File: config.mk
export PLATFORM = sky130hd
export DESIGN_NAME = adder_arbiter
export DESIGN_NICKNAME = d
export VERILOG_FILES = /design/src/rtl/adder_arbiter.sv
export SDC_FILE = /design/constraint.sdc
export NUM_CORES = 1
export LEC_CHECK = 0
export CAP_MARGIN = 20
export CELL_PAD_IN_SITES_DETAIL_PLACEMENT = 2
export CELL_PAD_IN_SITES_GLOBAL_PLACEMENT = 2
export CORE_MARGIN = 2
export CORE_UTILIZATION = 22
export DETAILED_ROUTE_END_ITERATION = 8
export PLACE_DENSITY_LB_ADDON = 0.1
export SETUP_SLACK_MARGIN = 0.4
export SYNTH_ARGS = -nofsm -noshare
export SYNTH_HDL_FRONTEND = slang
export SYNTH_SLANG_ARGS = --single-unit
File: constraint.sdc
create_clock -name clk -period 3.1 [get_ports clk]
set_input_delay 0.62 -clock clk [delete_from_list [all_inputs] [get_ports clk]]
set_output_delay 0.62 -clock clk [all_outputs]
set_load 0.02 [all_outputs]
File: src/rtl/adder_arbiter.sv
// Round-robin arbiter sharing one external adder among NUM_REQ requesters.
// Grants are combinational; results return three cycles after the transfer.
module adder_arbiter #(
   parameter int NUM_REQ = 4,
   parameter int DATA_W  = 9
) (
   input  logic                         clk,
   input  logic                         rst,
   input  logic                         enable,
   input  logic [NUM_REQ-1:0]           req_valid,
   input  logic [NUM_REQ*DATA_W-1:0]    req_a,
   input  logic [NUM_REQ*DATA_W-1:0]    req_b,
   output logic [NUM_REQ-1:0]           req_ready,
   output logic                         add_in_valid,
   output logic [DATA_W-1:0]            add_data_in0,
   output logic [DATA_W-1:0]            add_data_in1,
   input  logic [DATA_W:0]              add_data_out,
   input  logic                         add_out_valid,
   output logic                         rsp_valid,
   output logic [$clog2(NUM_REQ)-1:0]   rsp_id,
   output logic [DATA_W:0]              rsp_data,
   output logic                         busy,
   output logic                         err
);
   localparam int ID_W = $clog2(NUM_REQ);

   typedef enum logic [1:0] {IDLE, RUN, DRAIN} state_t;

   state_t            state_reg, state_next;
   logic [ID_W-1:0]   ptr_reg, ptr_next;
   logic [ID_W-1:0]   grant_id;
   logic              grant_found;
   logic [ID_W:0]     cand;
   logic              in_flight_next;

   logic              in_valid_reg;
   logic [DATA_W-1:0] in0_reg, in1_reg;
   logic              tag_v_reg  [2];
   logic [ID_W-1:0]   tag_id_reg [2];
   logic              rsp_valid_reg;
   logic [ID_W-1:0]   rsp_id_reg;
   logic [DATA_W:0]   rsp_data_reg;
   logic              err_reg;
   logic [1:0]        ignore_reg;

   logic [DATA_W-1:0] a_arr [NUM_REQ];
   logic [DATA_W-1:0] b_arr [NUM_REQ];

   generate
      for (genvar gi = 0; gi < NUM_REQ; gi++) begin : g_unpack
         assign a_arr[gi] = req_a[gi*DATA_W +: DATA_W];
         assign b_arr[gi] = req_b[gi*DATA_W +: DATA_W];
      end
   endgenerate

   // First valid requester at or after ptr, wrapping modulo NUM_REQ.
   always_comb begin
      grant_found = 1'b0;
      grant_id    = '0;
      cand        = '0;
      req_ready   = '0;
      if (enable && !rst) begin
         for (int off = 0; off < NUM_REQ; off++) begin
            cand = {1'b0, ptr_reg} + (ID_W+1)'(off);
            if (cand >= (ID_W+1)'(NUM_REQ))
               cand = cand - (ID_W+1)'(NUM_REQ);
            if (!grant_found && req_valid[cand[ID_W-1:0]]) begin
               grant_found = 1'b1;
               grant_id    = cand[ID_W-1:0];
            end
         end
      end
      if (grant_found)
         req_ready[grant_id] = 1'b1;
   end

   always_comb begin
      ptr_next = ptr_reg;
      if (grant_found)
         ptr_next = (grant_id == ID_W'(NUM_REQ-1)) ? '0 : grant_id + ID_W'(1);
   end

   // Busy must cover the response cycle, so look one cycle ahead.
   assign in_flight_next = grant_found | tag_v_reg[0] | tag_v_reg[1];

   always_comb begin
      state_next = state_reg;
      case (state_reg)
         IDLE:    if (grant_found) state_next = RUN;
         RUN: begin
            if (!in_flight_next)  state_next = IDLE;
            else if (!enable)     state_next = DRAIN;
         end
         DRAIN: begin
            if (!in_flight_next)            state_next = IDLE;
            else if (enable && grant_found) state_next = RUN;
         end
         default: state_next = IDLE;
      endcase
   end

   always_ff @(posedge clk) begin
      if (rst) begin
         state_reg     <= IDLE;
         ptr_reg       <= '0;
         in_valid_reg  <= 1'b0;
         in0_reg       <= '0;
         in1_reg       <= '0;
         tag_v_reg[0]  <= 1'b0;
         tag_v_reg[1]  <= 1'b0;
         tag_id_reg[0] <= '0;
         tag_id_reg[1] <= '0;
         rsp_valid_reg <= 1'b0;
         rsp_id_reg    <= '0;
         rsp_data_reg  <= '0;
         err_reg       <= 1'b0;
         ignore_reg    <= 2'd2;
      end else begin
         state_reg     <= state_next;
         ptr_reg       <= ptr_next;
         in_valid_reg  <= grant_found;
         in0_reg       <= grant_found ? a_arr[grant_id] : '0;
         in1_reg       <= grant_found ? b_arr[grant_id] : '0;
         tag_v_reg[0]  <= grant_found;
         tag_id_reg[0] <= grant_id;
         tag_v_reg[1]  <= tag_v_reg[0];
         tag_id_reg[1] <= tag_id_reg[0];
         rsp_valid_reg <= add_out_valid && tag_v_reg[1];
         rsp_id_reg    <= (add_out_valid && tag_v_reg[1]) ? tag_id_reg[1] : '0;
         rsp_data_reg  <= (add_out_valid && tag_v_reg[1]) ? add_data_out : '0;
         // Results from ops killed by reset may still arrive right after release.
         if (ignore_reg != 2'd0)
            ignore_reg <= ignore_reg - 2'd1;
         else if (add_out_valid != tag_v_reg[1])
            err_reg <= 1'b1;
      end
   end

   assign add_in_valid = in_valid_reg;
   assign add_data_in0 = in0_reg;
   assign add_data_in1 = in1_reg;
   assign rsp_valid    = rsp_valid_reg;
   assign rsp_id       = rsp_id_reg;
   assign rsp_data     = rsp_data_reg;
   assign busy         = (state_reg != IDLE);
   assign err          = err_reg;
endmodule
==> flow_metrics.py <==
metrics = {
    "run_status": {
        "status": "completed",
    },
    "sta": {
        "skew_ns": 0.005700,
        "maxSlewViolCount": 0,
        "worst_pin_slew_ns": 0.9487,
        "tns_ns": 0,
        "setup_violations": 0,
        "rsz0062_at_grt": "true",
        "max_freq_ghz": 0.3750,
        "period_needed_ns": 2.666,
        "hold_viol": 0,
        "finalWorstSetupSlack_ns": 0.4336,
        "max-slew-margin-rel_pct": 36.57,
        "fin_crit_sh_pct": 86.01,
        "whs_ns": 0.4321,
    },
    "placed_design": {
        "dp_hpwl_um": 5616,
        "io_buffers": 127,
        "place_congestion": 0.7121,
        "post-place-ws_ns": -0.4438,
        "place_inst": 492,
    },
    "yosys": {
        "ys_types": 36,
        "async_flop_share_pct": 0,
        "ys_warn_count": 0,
        "synth-seq-cells": 44,
        "ys_dominant_reg_cell": "dfxtp_1",
        "postSynthAreaPerCell_um2": 10.01,
        "yosysSeqAreaShare_pct": 38.43,
        "synth_edf_count": 0,
        "syn_area_mm2": 0.002292,
        "synth_nets": 325,
        "syn_inst": 229,
    },
    "finish": {
        "instances_no_fill": 509,
        "synthToLayoutAreaGrowth_pct": 74.62,
        "drive_gt1_share_pct": 23.06,
        "utilization_pct": 39.12,
        "n_antenna_cell": 0,
        "mostFrequentLayoutCell": "clkdlybuf4s50_1",
        "nNetsFinal": 468,
        "largest_reg_flops": 10,
        "mostFrequentLayoutCells": "clkdlybuf4s50_1 (117), dfxtp_1 (43), nand2_1 (39)",
    },
    "route": {
        "drtIter0Drc": 40,
        "first_pass_iters": 4,
        "vias": 2208,
        "via_per_inst": 4.338,
        "ant_nets": 0,
        "wl_per_cell_um": 14.59,
        "routed_wl_um": 7427,
        "drc_errors": 0,
    },
    "pwr": {
        "switching_share_pct": 27.98,
        "seqPwrFrac_pct": 40.3,
        "pwr-share-clk_pct": 29.3,
        "pwr-share-comb_pct": 30.4,
        "internal-power_mw": 1.126,
        "vdd.ir_drop.worst_mv": 0.2018,
        "leakage_nw": 1.537,
        "powerDensity_mw_per_mm2": 390.5,
        "p_switching_uw": 437.4,
    },
    "global_routing": {
        "grt_max_degree": 60,
        "grtUsageMet3_pct": 4.537,
        "top_usage_layer": "met2",
        "overflow": 0,
        "met1_usage_pct": 14.15,
        "antenna_found_initial": 0,
        "use_met2_pct": 25.30,
        "grt_pass1_vias": 2428,
        "grt_pass1_wl_um": 11900,
        "track_usage_pct": 13.35,
    },
    "cts": {
        "cts-buffers-inserted": 5,
        "cts_hold_buf": 0,
        "clk_pin_slew_worst_paths_ns": 0.09,
        "cts_root_buf": "clkbuf_8",
        "h-tree-depth": 2,
        "clk_latency_ns": 0.30,
        "clk_path_buf_depth": 2,
        "cts_tree": "done",
        "cts_sinks": 44,
    },
    "floorplanning": {
        "start_util_pct": 22.40,
        "io_pins": 128,
        "fp.dieH_um": 106.1,
        "fp.dieW_um": 106.1,
        "rows": 37,
        "die_area_mm2": 0.01125,
        "core_area_mm2": 0.01023,
    },
    "critical_path": {
        "crit_path_max_fanout": 3,
        "crit_required_ns": 2.48,
        "crit_arrival_ns": 2.05,
        "worstSetupStartpointType": "input pin",
        "end_kind": "primary output",
        "crit_type": "in -> out",
    },
    "hold_path": {
        "hp-class": "reg -> reg",
    },
    "run": {
        "maxCapViolations": 0,
    },
}
power by group through the flow:
stage | sequential, mW | clock, mW | combinational [mW]
after detailed placement | 0.643 | 0 | 0.465
after global placement | 0.639 | 0 | 0.455
final | 0.629 | 0.458 | 0.476
after CTS | 0.630 | 0.485 | 0.478
after floorplan | 0.671 | 0 | 0.217
after global routing | 0.636 | 0.510 | 0.522
cell families (layout without fill, tap and decap cells):
logic type / Yosys count / in the layout / synth area share [%]
multiplexers: 37 / 37 / 20.09
buffers and inverters: 21 / 165 / 6.878
XOR/XNOR: 1 / 1 / 0.3822
AND/OR/NAND/NOR: 87 / 87 / 20.14
adder cells (fa/ha/maj): 6 / 6 / 3.275
AO/OA/AOI/OAI: 33 / 33 / 10.81
flip-flops: 44 / 44 / 38.43
metal layers:
metal  share of wire [%]  up-vias  wire [µm]
li1                    -     1082          -
met1                  39     1051       2919
met2                  52       71       3876
met3                 7.5        4        559
met4                0.97        0         72
met5                   0        -          0
cells in the mapped netlist (2+ instances only):
cell,number,area share [%]
a21oi_1,5,1.1
a32oi_1,18,6.9
and2_1,14,3.8
and3_1,4,1.1
buf_2,3,0.65
buf_6,7,3.4
clkbuf_1,3,0.49
dfxtp_1,44,38
ha_1,6,3.3
inv_1,5,0.82
mux2_4,18,12
mux2i_1,19,8.3
nand2_1,40,6.6
nand2b_1,6,1.6
nor2_1,5,0.82
nor2b_1,6,1.6
nor4bb_1,2,0.87
o21ai_0,4,0.87
o21ai_1,2,0.44
or2_2,2,0.55
per-stage QoR:
step	cell area (µm²)	power, mW
final	4003	1.563
after global routing	4003	1.668
after CTS	3931	1.593
after detailed placement	3725	1.108
after global placement	3725	1.094
after floorplan	2292	0.8880
area by class of cell:
type	count	area, µm²
clock buffer	5	68.82
timing repair buffer	151	1461
sequential	44	882.1
fill	1130	6228
multi-input combinational	164	1346
clock inverter	3	46.29
tap	136	170.2
inverter	6	27.53
critical path: stages:
cell     delay [ns]
buf_6          0.09
or4_4          0.56
nand2_4        0.11
inv_4          0.03
and2_4         0.17
inv_4          0.07
ha_4           0.12
and3_4         0.16
buf_6          0.11
path summary, 6_finish.rpt:
| path | start | slack [ns] | endpoint | depth (start not counted) |
|---|---|---|---|---|
| setup reg to reg | ptr_reg[0]$_SDFFE_PP0P_ | 1.09 | add_data_in1[2]$_SDFF_PP0_ | 7 |
| hold reg to reg | tag_id_reg[1][0]$_SDFF_PP0_ | 0.43 | rsp_id[0]$_SDFF_PP0_ | 1 |
| setup / recovery | req_valid[3] | 0.43 | req_ready[2] | 9 |
| hold / removal | tag_id_reg[1][0]$_SDFF_PP0_ | 0.43 | rsp_id[0]$_SDFF_PP0_ | 1 |
what timing repair did:
item	4_1_cts	5_1_grt
endpoints found under the setup margin	4	4
pin swaps	9	6
buffers inserted	5	4
resized for setup	60	12
Note: power is estimated with default switching activity, not from simulation.
==> edit, RTL diff (same settings) <==
Re-encode `state_t` (3 states) as one-hot, 3 bits wide.
--- a/src/rtl/adder_arbiter.sv
+++ b/src/rtl/adder_arbiter.sv
@@ -25,5 +25,5 @@
    localparam int ID_W = $clog2(NUM_REQ);
 
-   typedef enum logic [1:0] {IDLE, RUN, DRAIN} state_t;
+   typedef enum logic [2:0] {IDLE = 3'b001, RUN = 3'b010, DRAIN = 3'b100} state_t;
 
    state_t            state_reg, state_next;
Check against the original RTL: no difference found for any inputs over 10 cycles, from zero or initial values and one cycle with rst high; not proved beyond that.
==> edit against the original RTL <==
Routed wire length increased by 5.3%; utilization increased by 0.061 points; final area increased by 1.1%; die area increased by 2.3%; final cell count increased by 0.98%; critical path depth unchanged; power increased by 1.1%; setup slack got worse by 0.014 ns; via count increased by 2.6%; non-clock buffer count decreased by 2; sequential cell count increased by 1; clock power about the same; area after synthesis increased by 2.4%.
==> edit: results <==
clock_network:
  cts_buffer_depth: 2
  h-tree-depth: 2
  clk_latency_ns: 0.30
  root_buffer: "clkbuf_8"
  cts_buffers: 5
  path_clk_slew_ns: 0.09
layout:
  drive_gt1_share_pct: 20.9
  nets: 473
  num_antenna_cells: 0
  largest_reg_flops: 10
  n_fill_cell: 1141
run_status:
  status: "finished, final reports clean"
yosys:
  netlist_top_cells_count: "dfxtp_1, nand2_1, mux2i_1, a32oi_1, mux2_4"
  synthTopCellsByArea: "dfxtp_1, mux2_4, mux2i_1, a32oi_1, nand2_1"
  yosysTopAreaCellShare_pct: 38.4
  async_flop_share_pct: 0
  avgSynthCellArea_sq_um: 9.95
  ys.flop_type: "dfxtp_1"
  synth_fp_nets: 332
  yosysWarnings: 0
  ys_seq_area_share_pct: 38.4
  synth_cell_type_count: 37
worst_hold_path:
  hp-class: "flip-flop to flip-flop"
  min_path_cells: 1
worst_setup_path:
  crit_path_end: "req_ready[0]"
  worst_r2r_endpoint: "add_data_in0[8]"
  arrival_ns: 2.06
  r2r-start: "ptr_reg[0]"
  ff2ff_path_depth: 8
  critPathMaxFanout: 4
  crit_start: "req_valid[1]"
  r2r_slack_ns: 1.03
timing:
  clock_skew_ns: 0.00323
  tightest_slew_ns: 0.950
  period_minus_slack_ns: 2.68
power:
  p_leak_uw: 0.00154
  peakVddDrop_mv: 0.192
  p_int_uw: 1140
global_routing:
  grt_max_degree: 60
  grt_pass1_wl_um: 12300
  grt_pass1_vias: 2463
  antenna_found_initial: 0
  grt_use_total_pct: 13.7
placement:
  dpl.cell_count: 500
  place_hpwl_um: 5660
  dp_slack_ns: -0.443
  io_buffers: 127
  place_congestion: 0.681
route:
  vias: 2265
  drt-total-wl_um: 7820
  wl_per_cell_um: 15.2
  drt_iter0_drc: 31
  drt-pass1-iter-count: 3
[edit: changes by cell type in the layout (fill, tap and decap cells not counted), moves of 2 or more]
cell      change
buf_4         -2
nor4bb_2      -2
nor4bb_1      +2
dfxtp_1       +2
a31oi_1       +2
[edit: metrics by stage]
| stage | instance area (sq um) | util [%] |
|---|---|---|
| after floorplan | 2350 | - |
| after global placement | 3790 | 36.7 |
| after detailed placement | 3790 | 36.7 |
| after CTS | 4000 | 38.8 |
| after global routing | 4050 | 39.2 |
| final | 4050 | 39.2 |
[edit: layout make-up]
class | instances | share of cell area [%]
Timing Repair Buffer | 149 | 35.7
Clock inverter | 3 | 1.14
Inverter | 7 | 0.835
Clock buffer | 5 | 1.70
Multi-Input combinational cell | 169 | 34.2
Sequential cell | 45 | 22.3
Tap cell | 136 | 4.21
[edit: worst min path at each step]
stage           endpoint              from  slack, ns
2_1_floorplan  rsp_id[0]  tag_id_reg[1][0]       0.41
3_3_place_gp   rsp_id[0]  tag_id_reg[1][0]       0.41
3_5_place_dp   rsp_id[1]  tag_id_reg[1][1]       0.43
4_1_cts        rsp_id[1]  tag_id_reg[1][1]       0.45
5_1_grt        rsp_id[0]  tag_id_reg[1][0]       0.47
6_report       rsp_id[1]  tag_id_reg[1][1]       0.44
[edit: per-layer routing]
metal  GRT usage [%]  vias up  share of wire, %
li1                -     1109                 -
met1            14.7     1077                38
met2            25.6       74                52
met3            5.15        5               8.6
met4            2.78        0              0.88
met5               0        -                 0
[edit: what timing repair did]
| action | in CTS | in global routing |
|---|---|---|
| resized for setup | 63 | 6 |
| gates cloned | 0 | 0 |
| hold endpoints to repair | 0 | 0 |
| setup buffers | 4 | 2 |
| hold buffers | 0 | 0 |
| pin swaps | 10 | 10 |
| endpoints found under the setup margin | 4 | 4 |
[edit: power by group through the flow]
stage	logic (uW)	registers, uW	clock network, uW
6_report	481	641	458
5_1_grt	526	647	506
4_1_cts	485	642	482
3_5_place_dp	470	655	0
3_3_place_gp	462	653	0
2_1_floorplan	218	685	0
[edit: kinds of logic after synthesis]
group / share of synthesized area [%]
AOI/OAI and AO/OA: 11.2
xor gates and xnor gates: 0.746
adders and majority gates: 3.20
buffers and inverters: 6.77
DFF: 38.4
muxes: 19.6
and+or+nand+nor: 20.0
[edit: critical path: stages]
cell	delay, ns
buf_6	0.10
or4_4	0.58
nand2_8	0.09
inv_6	0.03
and2_4	0.15
inv_4	0.08
ha_4	0.13
and3_4	0.17
buf_6	0.11
